`config.mk`:
```
export PLATFORM = sky130hd
export DESIGN_NAME = ex_forward_source
export DESIGN_NICKNAME = d
export VERILOG_FILES = /design/src/rtl/ex_forward_source.sv
export SDC_FILE = /design/constraint.sdc
export NUM_CORES = 1
export LEC_CHECK = 0
export ABC_CLOCK_PERIOD_IN_PS = 1800
export BUFFER_PORTS_ARGS = -buffer_cell sky130_fd_sc_hd__clkbuf_2
export CORE_AREA = 5 5 77 93
export DETAILED_ROUTE_END_ITERATION = 10
export DIE_AREA = 0 0 82 98
export HOLD_SLACK_MARGIN = 0.06
export PLACE_DENSITY = 0.63
export SLEW_MARGIN = 25
export SYNTH_ARGS = -nofsm -noshare
export SYNTH_HDL_FRONTEND = slang
export SYNTH_SLANG_ARGS = --single-unit
```
`constraint.sdc`:
```
create_clock -name clk -period 1.8 [get_ports clk]
set_input_delay 0.27 -clock clk [delete_from_list [all_inputs] [get_ports clk]]
set_output_delay 0.27 -clock clk [all_outputs]
set_load 0.05 [all_outputs]
```
`src/rtl/ex_forward_source.sv`:
```
// EX-stage producer for register forwarding: registers the EX result for bypass,
// sequences the multi-cycle mul/div that writes R0, and raises the ID-stage stall.
module ex_forward_source #(
    parameter int REG_NUM_WIDTH = 4,
    parameter int DATA_WIDTH    = 16,
    parameter int MULDIV_CYCLES = 4
) (
    input  logic                     clk,
    input  logic                     rst,
    input  logic                     ex_valid,
    input  logic [REG_NUM_WIDTH-1:0] ex_rd,
    input  logic [DATA_WIDTH-1:0]    ex_result,
    input  logic                     ex_write_reg,
    input  logic                     ex_is_load,
    input  logic                     ex_muldiv_start,
    input  logic [DATA_WIDTH-1:0]    muldiv_result,
    input  logic [REG_NUM_WIDTH-1:0] id_rn_1,
    input  logic [REG_NUM_WIDTH-1:0] id_rn_2,
    input  logic                     id_is_muldiv,
    output logic [REG_NUM_WIDTH-1:0] rn1_ex,
    output logic                     write_reg,
    output logic [DATA_WIDTH-1:0]    fwd_data,
    output logic                     write_r0,
    output logic [DATA_WIDTH-1:0]    r0_data,
    output logic                     muldiv_busy,
    output logic                     stall
);

    typedef enum logic [1:0] {
        IDLE = 2'd0,
        BUSY = 2'd1,
        DONE = 2'd2
    } state_t;

    localparam logic [3:0] COUNT_INIT = 4'(MULDIV_CYCLES - 1);

    state_t     state, state_nxt;
    logic [3:0] count, count_nxt;
    logic       capture;
    logic       ld_pending;
    logic       load_use;
    logic       r0_in_flight;
    logic       structural;

    // Pipeline register and FSM state; the pipeline register is never held.
    always_ff @(posedge clk) begin
        if (rst) begin
            rn1_ex     <= '0;
            fwd_data   <= '0;
            write_reg  <= 1'b0;
            ld_pending <= 1'b0;
            r0_data    <= '0;
            state      <= IDLE;
            count      <= '0;
        end else begin
            rn1_ex     <= ex_rd;
            fwd_data   <= ex_result;
            write_reg  <= ex_valid & ex_write_reg & ~ex_is_load & ~ex_muldiv_start;
            ld_pending <= ex_valid & ex_write_reg & ex_is_load;
            state      <= state_nxt;
            count      <= count_nxt;
            if (capture) begin
                r0_data <= muldiv_result;
            end
        end
    end

    always_comb begin
        state_nxt = state;
        count_nxt = count;
        capture   = 1'b0;
        case (state)
            IDLE: begin
                if (ex_valid && ex_muldiv_start) begin
                    state_nxt = BUSY;
                    count_nxt = COUNT_INIT;
                end
            end
            BUSY: begin
                if (count == 4'd0) begin
                    state_nxt = DONE;
                    capture   = 1'b1;
                end else begin
                    count_nxt = count - 4'd1;
                end
            end
            DONE: begin
                state_nxt = IDLE;
            end
            default: begin
                state_nxt = IDLE;
            end
        endcase
    end

    // write_r0 decodes the state register, so it is a clean registered pulse.
    assign write_r0    = (state == DONE);
    assign muldiv_busy = (state == BUSY) || (state == DONE);

    // R0 readers are not stalled in DONE; they take r0_data on forward code 10.
    assign load_use     = ld_pending && ((id_rn_1 == rn1_ex) || (id_rn_2 == rn1_ex));
    assign r0_in_flight = (state == BUSY) && ((id_rn_1 == '0) || (id_rn_2 == '0));
    assign structural   = muldiv_busy && id_is_muldiv;
    assign stall        = load_use || r0_in_flight || structural;

endmodule

```
# Word-level counts from Yosys, hierarchy flattened
# Cells that the tools add are included.
word_totals:
  ff_bits: 44
  latchBits: 0
  ramBits: 0
  rom_bits: 0
  inputBits: 51
  out_inout_bits: 40
  word_cells: 45
  n_memories: 0
classes:
  addsub: 1
  multipliers: 0
  div: 0
  order_cmp: 0
  eq_ne: 7
  shift: 0
  muxes: 8
  bitwise_logic: 6
  n_reduce_logical: 16
op_table:
  columns: ["cell", "n"]
  rows:
  - ["zero test 4 bit", 3]
  - ["== test 4 bit", 2]
  - ["two-way mux 4 bit", 2]
  - ["case mux 4 bit (2 select lines)", 1]
  - ["inequality test 2 bit (second input constant)", 3]
  - ["logical OR 1 bit", 5]
  - ["bitwise AND 1 bit", 4]
  - ["logical AND 1 bit", 4]
  - ["two-way mux 2 bit", 2]
  - ["case mux 2 bit (2 select lines)", 1]
  - ["subtractor 4 x 1 -> 4 bit (second input constant)", 1]
  - ["AND reduction 3 bit", 1]
  - ["== test 2 x 1 -> 1 bit (second input constant)", 1]
  - ["== test 2 bit (second input constant)", 1]
  - ["zero test 2 bit", 1]
  - ["two-way mux 1 bit", 2]
  - ["inverter 1 bit", 2]
  - ["AND reduction 2 bit", 1]
  - ["nonzero test 2 bit", 1]

# Depth between registers and ports, before layout
# Gate-level depths: netlist of the first run.
logic_depth:
  ltp_word: 5
  ltp_mapped: 8
  depth_no_buf: 6

# Worst setup path after synthesis of the first run
# Ideal clock, no wire load.
synth_path:
  path_kind: "reg2out"
  startpoint: "reg rn1_ex[3]"
  endpoint: "out stall"
  arrival_time_ps: 1514
  required_ps: 1530
  setup_slack_ps: 16
  stages_incl_launch_ff: 5
  n_path_buf: 0
  cell_sequence: "dfxtp_1 -> xor2_1 -> nor4_1 -> o21ai_0 -> nand3_1"
synth_via:
  elab_chain_len: 5
  elab_cells_between_ends: 6
  classes_between: "2 x eq/ne; 4 x reduce/logical"
synth_lines:
  columns: ["element", "line", "rtl"]
  rows:
  - ["start: declaration", "20", "output logic [REG_NUM_WIDTH-1:0] rn1_ex,"]
  - ["start signal: assignment", "56", "rn1_ex <= ex_rd;"]
  - ["== test 4 bit", "101", "assign load_use = ld_pending && ((id_rn_1 == rn1_ex) || (id_rn_2 == rn1_ex));"]
  - ["logical OR 1 bit (*)", "101", null]
  - ["logical AND 1 bit (*)", "101", null]
  - ["logical OR 1 bit (*) (2 in series)", "104", "assign stall = load_use || r0_in_flight || structural;"]
  - ["end: declaration", "26", "output logic stall"]
# Every way passes the cells marked *; elsewhere a longest branch is shown, timed or not.

# Worst setup path after layout of the first run
layout_path:
  startpoint: "reg rn1_ex[2]"
  endpoint: "out stall"
# Same word-level chain as after synthesis.

==> summary.txt, run 1 <==
Status
  • Outcome: finished clean

Setup path
  • Startpoint Class: flop
  • Slowest cell on the critical path: dfxtp_4
  • CP startpoint: rn1_ex[2]
  • CP arrival: 1.47 ns
  • FF-to-FF Start: state[0]
  • Worst EP required: 1.53 ns
  • Reg-to-reg slack, setup: 0.21 ns
  • R2R cell count: 7
  • Slowest stage delay, CP: 0.36 ns
  • Critical R2R Capture: count[1]
  • Worst-path fanout max: 3
  • Crit Path Category: flop to primary output
  • Critical path endpoint: stall
  • Critical-path cell list: xor2_2, nor4_2, o21ai_1, nand3_1, buf_8
  • Crit end category: primary output

Global routing
  • M3 GR Usage: 0.0452
  • Antenna violations before repair: 0
  • Met2 Use GR: 0.186
  • GR peak layer: met2
  • Total track usage: 0.104
  • Global Route met1 Usage: 0.107
  • First-pass GRT wire length: 6540 um
  • Grt total ovfl: 0
  • Vias in the first global route: about 1500
  • Largest net degree at the start of global routing: 27

Clock tree
  • Post-CTS Setup Bufs: 0
  • CTS Buf Count: 5
  • Worst-skew pair later-pin latency: slightly below 0.3 ns
  • Reg clk slew, reported paths: 0.08 ns
  • Root buffer cell: clkbuf_8
  • CTS tree: built
  • CTS Sinks: 44
  • Cts-stage hold buffer count: 0
  • # H-tree levels: 2
  • Clk buf depth: 2

Cells and area
  • NumNets Final: 328
  • Ant. Diodes: 0
  • Area delta synth->final: 41.0%
  • # fillers: ~670
  • Top Registers: fwd_data x16, r0_data x16
  • Layout Cell Area excl Fill: 2340 um^2
  • Fraction of layout cells with a size suffix above 1: 0.408
  • Final Util: 0.374

Floorplanning
  • I/O pin count: 91
  • Die Span Y: 98 um
  • Site Rows: 32
  • Full die area: 8040 um^2
  • Floorplan core area: 6250 um^2
  • Die width: around 82 um
  • Starting Density: 0.265

Synthesis
  • Post-Syn Area: 1660 um^2
  • Asr flop ratio synth: 0
  • Share of the synthesized area in the top cell type: 0.531
  • Dominant cell type by area after synthesis: dfxtp_1
  • Post-Syn Area per Cell: approximately 9.3 um^2
  • Ys Warns: 0
  • Gate Count Post-Synth: 178
  • Distinct cells, synth: 24
  • Commonest cells in the netlist: dfxtp_1, nand2_1, nor2b_1
  • Part of the Yosys area used for sequential elements: 0.531
  • Top cells by area, synth: dfxtp_1, nand2_1, nor2b_1
  • Post-synth EDFFs: 0
  • Synthesis-stage register bit count: 44
  • Synth Flop Type: dfxtp_1
  • Post-Syn Nets: ~240
  • Top-count cell post-synth: dfxtp_1

Timing
  • Slew margin rel.: 0.715
  • Setup Skew: 0.00551 ns
  • Fin. max-slew vios: 0
  • F_max: 574 MHz
  • Setup TNS: 0 ns
  • Setup-failing EPs final: 0
  • Slew @ Worst Pin: 0.426 ns
  • Final Hold Violating Endpoints: 0
  • Final cycle utilization of the critical path: 0.969
  • RSZ-0062 raised after global routing: true
  • Min Clock Period, post-route: 1.74 ns

Routing
  • Vias per inst: 4.12
  • Initial DRC Count: between 40 and 50
  • Antenna-violating nets left: 0
  • WL final: 3940 um
  • Routed length per instance: 11.0 um
  • Drt first pass iters: 4
  • Vias: 1472
  • DRC: 0

Job
  • Max-cap violation count: 0

Power
  • Power Density: 1370 nW/um^2
  • Maximum vdd drop: 822 uV
  • Design Power: 3.21 mW
  • Lkg Pwr: 1.08 nW

Place
  • Dpl hpwl: 3090 um
  • Dpl cell area: 2210 um^2
  • Gp weighted congestion: 0.742
  • Number of port buffers: 90

Hold path
  • Hold Crit Class: primary input to flop
## placed cells by master, fill, tap and decap left out
master / synthesis / layout
nor2b_1: 20 / 20
a21boi_0: 1 / 1
nor2_1: 6 / 6
dfxtp_4: 0 / 1
dfxtp_1: 44 / 40
ha_1: 6 / 6
a311oi_1: 1 / 1
nor3b_1: 2 / 2
a211oi_1: 1 / 1
buf_4: 0 / 4
o21ai_0: 6 / 5
buf_8: 0 / 1
dfxtp_2: 0 / 3
nor3_4: 1 / 1
nor3_1: 2 / 2
xor2_2: 0 / 1
nand3_1: 1 / 1
nand4b_1: 2 / 2
clkinv_2: 0 / 2
clkbuf_8: 0 / 6
xor2_1: 8 / 7
buf_12: 0 / 1
o21ai_1: 0 / 1
a21oi_1: 19 / 19
nor4_1: 6 / 5
clkbuf_2: 0 / 89
and4bb_1: 1 / 1
mux2i_1: 1 / 1
nor4_2: 0 / 1
a21bo_2: 1 / 1
nand2_1: 35 / 35
inv_1: 5 / 5
## worst min path at each step
stage | startpoint | to | slack [ns] | cells after the start
after floorplan | ex_is_load | write_reg | 0.35 | 1
after global placement | r0_data[4] | r0_data[4] | 0.44 | 2
after detailed placement | r0_data[14] | r0_data[14] | 0.45 | 2
after CTS | ex_is_load | write_reg | 0.14 | 2
after global routing | ex_is_load | write_reg | 0.14 | 2
final | ex_is_load | write_reg | 0.16 | 2
## critical path, delay by kind of cell, from the launching register on
family                 cells  cell delay (ns)
AO/OA/AOI/OAI              1             0.11
flip-flops                 1             0.36
AND/OR/NAND/NOR            2             0.41
buffers and inverters      1             0.15
XOR/XNOR                   1             0.14
## what timing repair did
action                                  4_1_cts  5_1_grt
pin swaps                                     1        6
endpoints found under the setup margin        1        1
gates resized for setup                       4        7
## cell families (layout without fill, tap and decap cells)
kind of cell | Yosys count | count (layout) | synth area share
multiplexers | 1 | 1 | 0.00604
AO/OA/AOI/OAI | 29 | 29 | 0.0959
AND/OR/NAND/NOR | 76 | 76 | 0.237
XOR/XNOR | 8 | 8 | 0.0423
adder cells (fa/ha/maj) | 6 | 6 | 0.0453
buffers and inverters | 14 | 108 | 0.0423
flip-flops | 44 | 44 | 0.531
## stage by stage
| step | std cells | worst slack (ns) | hold WS (ns) |
|---|---|---|---|
| finish | 357 | 0.0564 | 0.156 |
| global route | 357 | -0.0555 | 0.143 |
| detailed placement | 349 | 0.213 | 0.448 |
| global placement | 349 | 0.252 | 0.442 |
| floorplan | 178 | 0.0165 | 0.347 |
| CTS | 357 | 0.0206 | 0.137 |
## routing by layer
layer | up-vias | routed length (um)
met5 | - | 0
met3 | 5 | 410
met4 | 0 | 54
met1 | 639 | 1540
li1 | 765 | -
met2 | 63 | 1940
## area by class of cell
class | instances | area, um^2 | area share
flip-flops and latches | 44 | 888 | 0.380
multi-input cells | 120 | 721 | 0.308
repair buffers | 95 | 510 | 0.218
well taps | 85 | 106 | 0.0455
clock buffers | 6 | 82.6 | 0.0353
inverters | 5 | 18.8 | 0.00803
clock inverters | 2 | 10.0 | 0.00428
## report_power, final
part | internal, mW | switching (mW) | total (mW)
Sequential | 1.12 | 0.0801 | 1.20
Clock | 0.306 | 0.323 | 0.629
Combinational | 0.431 | 0.946 | 1.38
Note: power is estimated with default switching activity, not from simulation.
==> run 2, diff against run 1 <==
- PLACE_DENSITY: 0.63 -> unset
- PLACE_DENSITY_LB_ADDON: unset -> 0.25
- RECOVER_POWER: unset -> 100
==> summary.txt, run 2 (synthesis results as in run 1) <==
Cells and area
  • Layout Cell Area excl Fill: 2260 um^2 (-3.3%)
  • Fraction of layout cells with a size suffix above 1: 0.254 (-0.154)
  • Commonest non-fill, non-tap cell in the layout: clkbuf_2
  • # fillers: 687 (+2.7%)
  • Area delta synth->final: 36.3%
  • Ant. Diodes: 0 (unchanged)
  • Top Registers: fwd_data x16, r0_data x16
  • Commonest cells after routing, fill and taps aside: clkbuf_2, dfxtp_1, clkbuf_1, nand2_1, nor2b_1
  • NumNets Final: 328 (unchanged)

Clock tree
  • CTS tree: built
  • # H-tree levels: 2 (unchanged)
  • Reg clk slew, reported paths: 0.09 ns (about the same)
  • Clk buf depth: 2 (unchanged)
  • CTS Sinks: 44 (unchanged)
  • Post-CTS Setup Bufs: 0 (unchanged)
  • Root buffer cell: clkbuf_8
  • CTS Buf Count: 5 (unchanged)
  • Cts-stage hold buffer count: 0 (unchanged)
  • Worst-skew pair later-pin latency: 0.30 ns (about the same)

Timing
  • Slew @ Worst Pin: 0.821 ns (+0.394 ns)
  • Setup Skew: 0.00721 ns (+0.00170 ns)
  • Final Hold Violating Endpoints: 0 (unchanged)
  • Min Clock Period, post-route: 1.75 ns (+0.00437 ns)
  • F_max: 572 MHz (-0.25%)
  • Setup TNS: 0 ns (unchanged)
  • Setup-failing EPs final: 0 (unchanged)
  • Fin. max-slew vios: 0 (unchanged)
  • Final cycle utilization of the critical path: 0.971 (+0.00243)
  • Final worst slack: 0.0520 ns (-0.00437 ns)
  • RSZ-0062 raised after global routing: true
  • Slew margin rel.: 0.453 (-0.262)

Setup path
  • Startpoint Class: flop
  • Crit path max-delay family: simple AND/OR/NAND/NOR gates
  • Crit end category: primary output
  • Crit Path Category: flop to primary output
  • Slowest stage delay, CP: 0.35 ns (about the same)
  • Worst-path fanout max: 3 (unchanged)
  • Worst path buffer plus inverter count: 1 (unchanged)
  • Critical-path cell list: xor2_1, nor4_1, o21ai_1, nand3_1, buf_8
  • Reg-to-reg slack, setup: 0.20 ns (about the same)
  • FF-to-FF Start: state[0]
  • Worst EP required: 1.53 ns (about the same)
  • R2R cell count: 7 (unchanged)
  • CP arrival: 1.48 ns (about the same)
  • Slowest cell on the critical path: dfxtp_2
  • Critical R2R Capture: count[1]

Global routing
  • Vias in the first global route: 1490 (-2.0%)
  • Largest net degree at the start of global routing: 27 (unchanged)
  • Total track usage: 0.104 (+0.000225)
  • Grt total ovfl: 0 (unchanged)
  • Antenna violations before repair: 0 (unchanged)
  • First-pass GRT wire length: 6580 um (+0.63%)

Routing
  • Initial DRC Count: 19 (-59%)
  • Drt first pass iters: 5 (+1)
  • Vias: 1487 (+1.0%)
  • Routed length per instance: 11.0 um (-0.13%)
  • Antenna-violating nets left: 0 (unchanged)
  • DRC: 0 (unchanged)
  • WL final: 3940 um (-0.13%)
  • Vias per inst: 4.17 (+1.0%)

Job
  • Max-cap violation count: 0 (unchanged)

Floorplanning
  • I/O pin count: 91 (unchanged)
  • Die Span Y: 98 um (unchanged)
  • Full die area: 8040 um^2 (unchanged)
  • Floorplan core area: 6250 um^2 (unchanged)
  • Site Rows: 32 (unchanged)
  • Starting Density: 0.265 (unchanged)
  • Die width: 82 um (unchanged)

Hold path
  • Hold Crit Class: primary input to flop
  • Hold Crit Depth: 2 (unchanged)
  • Hold_sp: ex_is_load
  • Hold Crit Endpoint: write_reg

Place
  • Dpl cell area: 2210 um^2 (unchanged)
  • Gp weighted congestion: 0.706 (-4.9%)
  • Number of port buffers: 90 (unchanged)
  • Dpl hpwl: 3030 um (-2.0%)
  • Setup WS pre-CTS: 0.225 ns (+0.0114 ns)

Power
  • Maximum vdd drop: 675 uV (-18%)
  • Comb pwr share: 0.421 (-0.008)
  • Power Density: 1410 nW/um^2 (+3.0%)
  • Sequential power share: 0.375 (about the same)
  • Lkg Pwr: 0.943 nW (-13%)
  • Internal power: 1.82 mW (-1.8%)
  • Clock power share: 0.203 (+0.007)
  • Total net switching power: 1.37 mW (+1.4%)
  • Sw Share: 0.428 (+0.00786)

Status
  • Outcome: finished clean
run 2: cell types whose count changed in the layout (fill, tap and decap cells not counted), sizes merged:
| cell | before | now |
|---|---|---|
| clkbuf | 95 | 98 |
| clkinv | 2 | 0 |
| buf | 6 | 3 |
| clkinvlp | 0 | 2 |
run 2: metal layers:
metal,up-vias,share of wire,GRT usage
li1,770,-,-
met1,651,0.42,0.115
met2,62,0.46,0.176
met3,4,0.11,0.0415
met4,0,0.0097,0.0384
met5,-,0,0
run 2: through the flow:
stage | std cells | total power [mW] | hold WS [ns] | util
5_1_grt | 357 | 3.43 | 0.131 | 0.362
4_1_cts | 357 | 3.29 | 0.130 | 0.371
3_3_place_gp | 349 | 2.59 | 0.441 | 0.354
2_1_floorplan | 178 | 2.27 | 0.347 | -
6_report | 357 | 3.19 | 0.141 | 0.362
3_5_place_dp | 349 | 2.60 | 0.446 | 0.354
run 2: cell type report:
type,instances,area [um^2],share of cell area
Sequential cell,44,882,0.390
Inverter,5,18.8,0.00831
Multi-Input combinational cell,120,712,0.315
Clock inverter,2,15.0,0.00664
Clock buffer,6,82.6,0.0365
Timing Repair Buffer,95,443,0.196
Tap cell,85,106,0.0471
run 2: worst register-to-register path: stages, from the launching register on:
cell and delay, ns:
dfxtp_1 0.37, inv_1 0.09, ha_1 0.24, a21boi_0 0.13, clkbuf_1 0.14, nor3_4 0.24
nor2_1 0.06, a311oi_1 0.23
run 2: power groups by stage:
stage	Clock, mW	Combinational [mW]	Sequential (mW)
floorplan	0	0.713	1.56
global placement	0	1.37	1.22
detailed placement	0	1.38	1.22
CTS	0.692	1.40	1.20
global route	0.726	1.49	1.22
finish	0.649	1.34	1.20
run 2: how the worst max path moves through the flow:
stage / slack, ns / end / cells after the start / startpoint
6_report: 0.05 / stall / 5 / rn1_ex[1]
5_1_grt: -0.008 / stall / 5 / rn1_ex[1]
4_1_cts: 0.02 / stall / 5 / rn1_ex[2]
3_5_place_dp: 0.22 / r0_data[10] / 7 / count[0]
3_3_place_gp: 0.23 / r0_data[14] / 7 / count[0]
2_1_floorplan: 0.02 / stall / 4 / rn1_ex[3]
run 2: what timing repair did:
item	in CTS	in global routing
resized for setup	2	4
endpoints found under the setup margin	1	7
pin swaps	0	1
==> run 3, diff against run 2 <==
- ABC_CLOCK_PERIOD_IN_PS: 1800 -> 2260
- clock period: 1.8 -> 2.26 ns (I/O delays scaled with it)
==> summary.txt, run 3 (synthesis results as in run 1) <==
Routing
  • Vias per inst: 4.20 (+0.74%)
  • Drt first pass iters: 4 (-1)
  • DRC: 0 (unchanged)
  • Routed length per instance: 10.7 um (-3.4%)
  • Antenna-violating nets left: 0 (unchanged)
  • Vias: 1477 (-0.67%)
  • Initial DRC Count: 40 (+21)
  • WL final: 3750 um (-4.7%)

Setup path
  • Critical-path cell list: xor2_1, nor4_1, o21ai_0, nand3_1, clkbuf_2
  • Crit Path Category: flop to primary output
  • Worst-path fanout max: 3 (unchanged)
  • Slowest cell on the critical path: dfxtp_1
  • Crit end category: primary output
  • Slowest stage delay, CP: 0.35 ns (about the same)
  • CP arrival: 1.61 ns (+0.13 ns)
  • Worst EP required: 1.92 ns (+0.39 ns)
  • Startpoint Class: flop

Global routing
  • Antenna violations before repair: 0 (unchanged)
  • Total track usage: 0.0986 (-0.00556)
  • Vias in the first global route: 1440 (-3.4%)
  • Grt total ovfl: 0 (unchanged)
  • First-pass GRT wire length: 6210 um (-5.7%)
  • Largest net degree at the start of global routing: 45 (+67%)

Floorplanning
  • Starting Density: 0.265 (unchanged)
  • Full die area: 8040 um^2 (unchanged)
  • Floorplan core area: 6250 um^2 (unchanged)
  • Die Span Y: 98 um (unchanged)
  • I/O pin count: 91 (unchanged)
  • Site Rows: 32 (unchanged)
  • Die width: 82 um (unchanged)

Clock tree
  • Root buffer cell: clkbuf_8
  • CTS Buf Count: 5 (unchanged)
  • Reg clk slew, reported paths: 0.08 ns (about the same)
  • Worst-skew pair later-pin latency: 0.29 ns (about the same)
  • CTS Sinks: 44 (unchanged)
  • Post-CTS Setup Bufs: 0 (unchanged)
  • Post-CTS sizing: 0 (-2)
  • CTS tree: built
  • # H-tree levels: 2 (unchanged)
  • Cts-stage hold buffer count: 0 (unchanged)
  • Clk buf depth: 2 (unchanged)

Timing
  • Min Clock Period, post-route: roughly 2.0 ns
  • Setup-failing EPs final: 0 (unchanged)
  • Final cycle utilization of the critical path: 0.864
  • F_max: 512 MHz
  • Final Hold Violating Endpoints: 0 (unchanged)
  • Fin. max-slew vios: 45 (+45)
  • Final worst slack: 0.307 ns (+0.255 ns)
  • Setup Skew: 0.00289 ns (-0.00432 ns)
  • Slew margin rel.: -0.243 (-0.696)
  • Slew @ Worst Pin: 1.86 ns (+1.04 ns)
  • Setup TNS: 0 ns (unchanged)
  • RSZ-0062 raised after global routing: false

Cells and area
  • Commonest non-fill, non-tap cell in the layout: clkbuf_2
  • Area delta synth->final: 35.0%
  • NumNets Final: 324 (-1.2%)
  • Multi-input gate area: 696 um^2 (-2.3%)
  • Storage cell area: 881 um^2 (-0.14%)
  • # fillers: 732 (+6.6%)
  • Commonest cells after routing, fill and taps aside: clkbuf_2, dfxtp_1, clkbuf_1, nand2_1, nor2b_1
  • Layout Cell Area excl Fill: 2240 um^2 (-0.94%)
  • Ant. Diodes: 0 (unchanged)
  • Top Registers: fwd_data x16, r0_data x16
  • Fraction of layout cells with a size suffix above 1: 0.221 (-0.0327)

Place
  • Gp weighted congestion: 0.698 (-1.0%)
  • Number of port buffers: 90 (unchanged)
  • Dpl hpwl: 2930 um (-3.2%)
  • Setup WS pre-CTS: 0.462 ns (+0.238 ns)
  • Dpl cell area: 2170 um^2 (-1.9%)

Hold path
  • Hold Crit Class: primary input to flop

Status
  • Outcome: finished with violations
  • Violated checks: capacitance limit, slew limit

Job
  • Max-cap violation count: 1 (+1)

Power
  • Maximum vdd drop: 509 uV (-25%)
  • Lkg Pwr: 0.930 nW (-1.3%)
  • Power Density: 1180 nW/um^2 (-17%)
run 3: cell types whose count changed in the layout (fill, tap and decap cells not counted), sizes merged:
cell / delta
buf: -2
bufinv: +2
clkbuf: -3
clkinvlp: -2
run 3: area by class of cell:
class | count | area share
repair buffers | 91 | 0.182
well taps | 85 | 0.0475
clock buffers | 5 | 0.0307
flip-flops and latches | 44 | 0.394
multi-input cells | 120 | 0.311
inverters | 5 | 0.00838
clock inverters | 2 | 0.0268
run 3: critical path: cells and delay by family (launching register included):
kind                   cells  cell delay (ns)
flip-flops                 1             0.35
AND/OR/NAND/NOR            2             0.39
buffers and inverters      1             0.27
AO/OA/AOI/OAI              1             0.14
XOR/XNOR                   1             0.17
run 3: path summary, 6_finish.rpt:
kind | start | to | slack, ns | cells after the start
max reg2reg | state[1] | count[1] | 0.34 | 6
max | rn1_ex[0] | stall | 0.31 | 5
min reg2reg | r0_data[9] | r0_data[9] | 0.46 | 2
min | ex_is_load | write_reg | 0.22 | 2
run 3: power by group:
| group | internal, mW | switching, mW |
|---|---|---|
| Clock | 0.435 | 0.249 |
| Sequential | 0.891 | 0.0633 |
| Combinational | 0.263 | 0.730 |
| Total | 1.59 | 1.04 |
run 3: routing by layer:
metal / vias up / part of all wire / global-route usage
met3: 6 / 0.11 / 0.0470
li1: 764 / - / -
met4: 0 / 0.016 / 0.0384
met1: 645 / 0.41 / 0.104
met2: 62 / 0.46 / 0.166
met5: - / 0 / 0
run 3: per-stage QoR:
stage | hold WS, ns | utilization | instances | power [mW]
floorplan | 0.416 | - | 178 | 1.81
global placement | 0.440 | 0.348 | 345 | 2.03
detailed placement | 0.449 | 0.348 | 345 | 2.03
CTS | 0.200 | 0.368 | 352 | 2.73
global route | 0.215 | 0.358 | 352 | 2.82
finish | 0.215 | 0.358 | 352 | 2.63
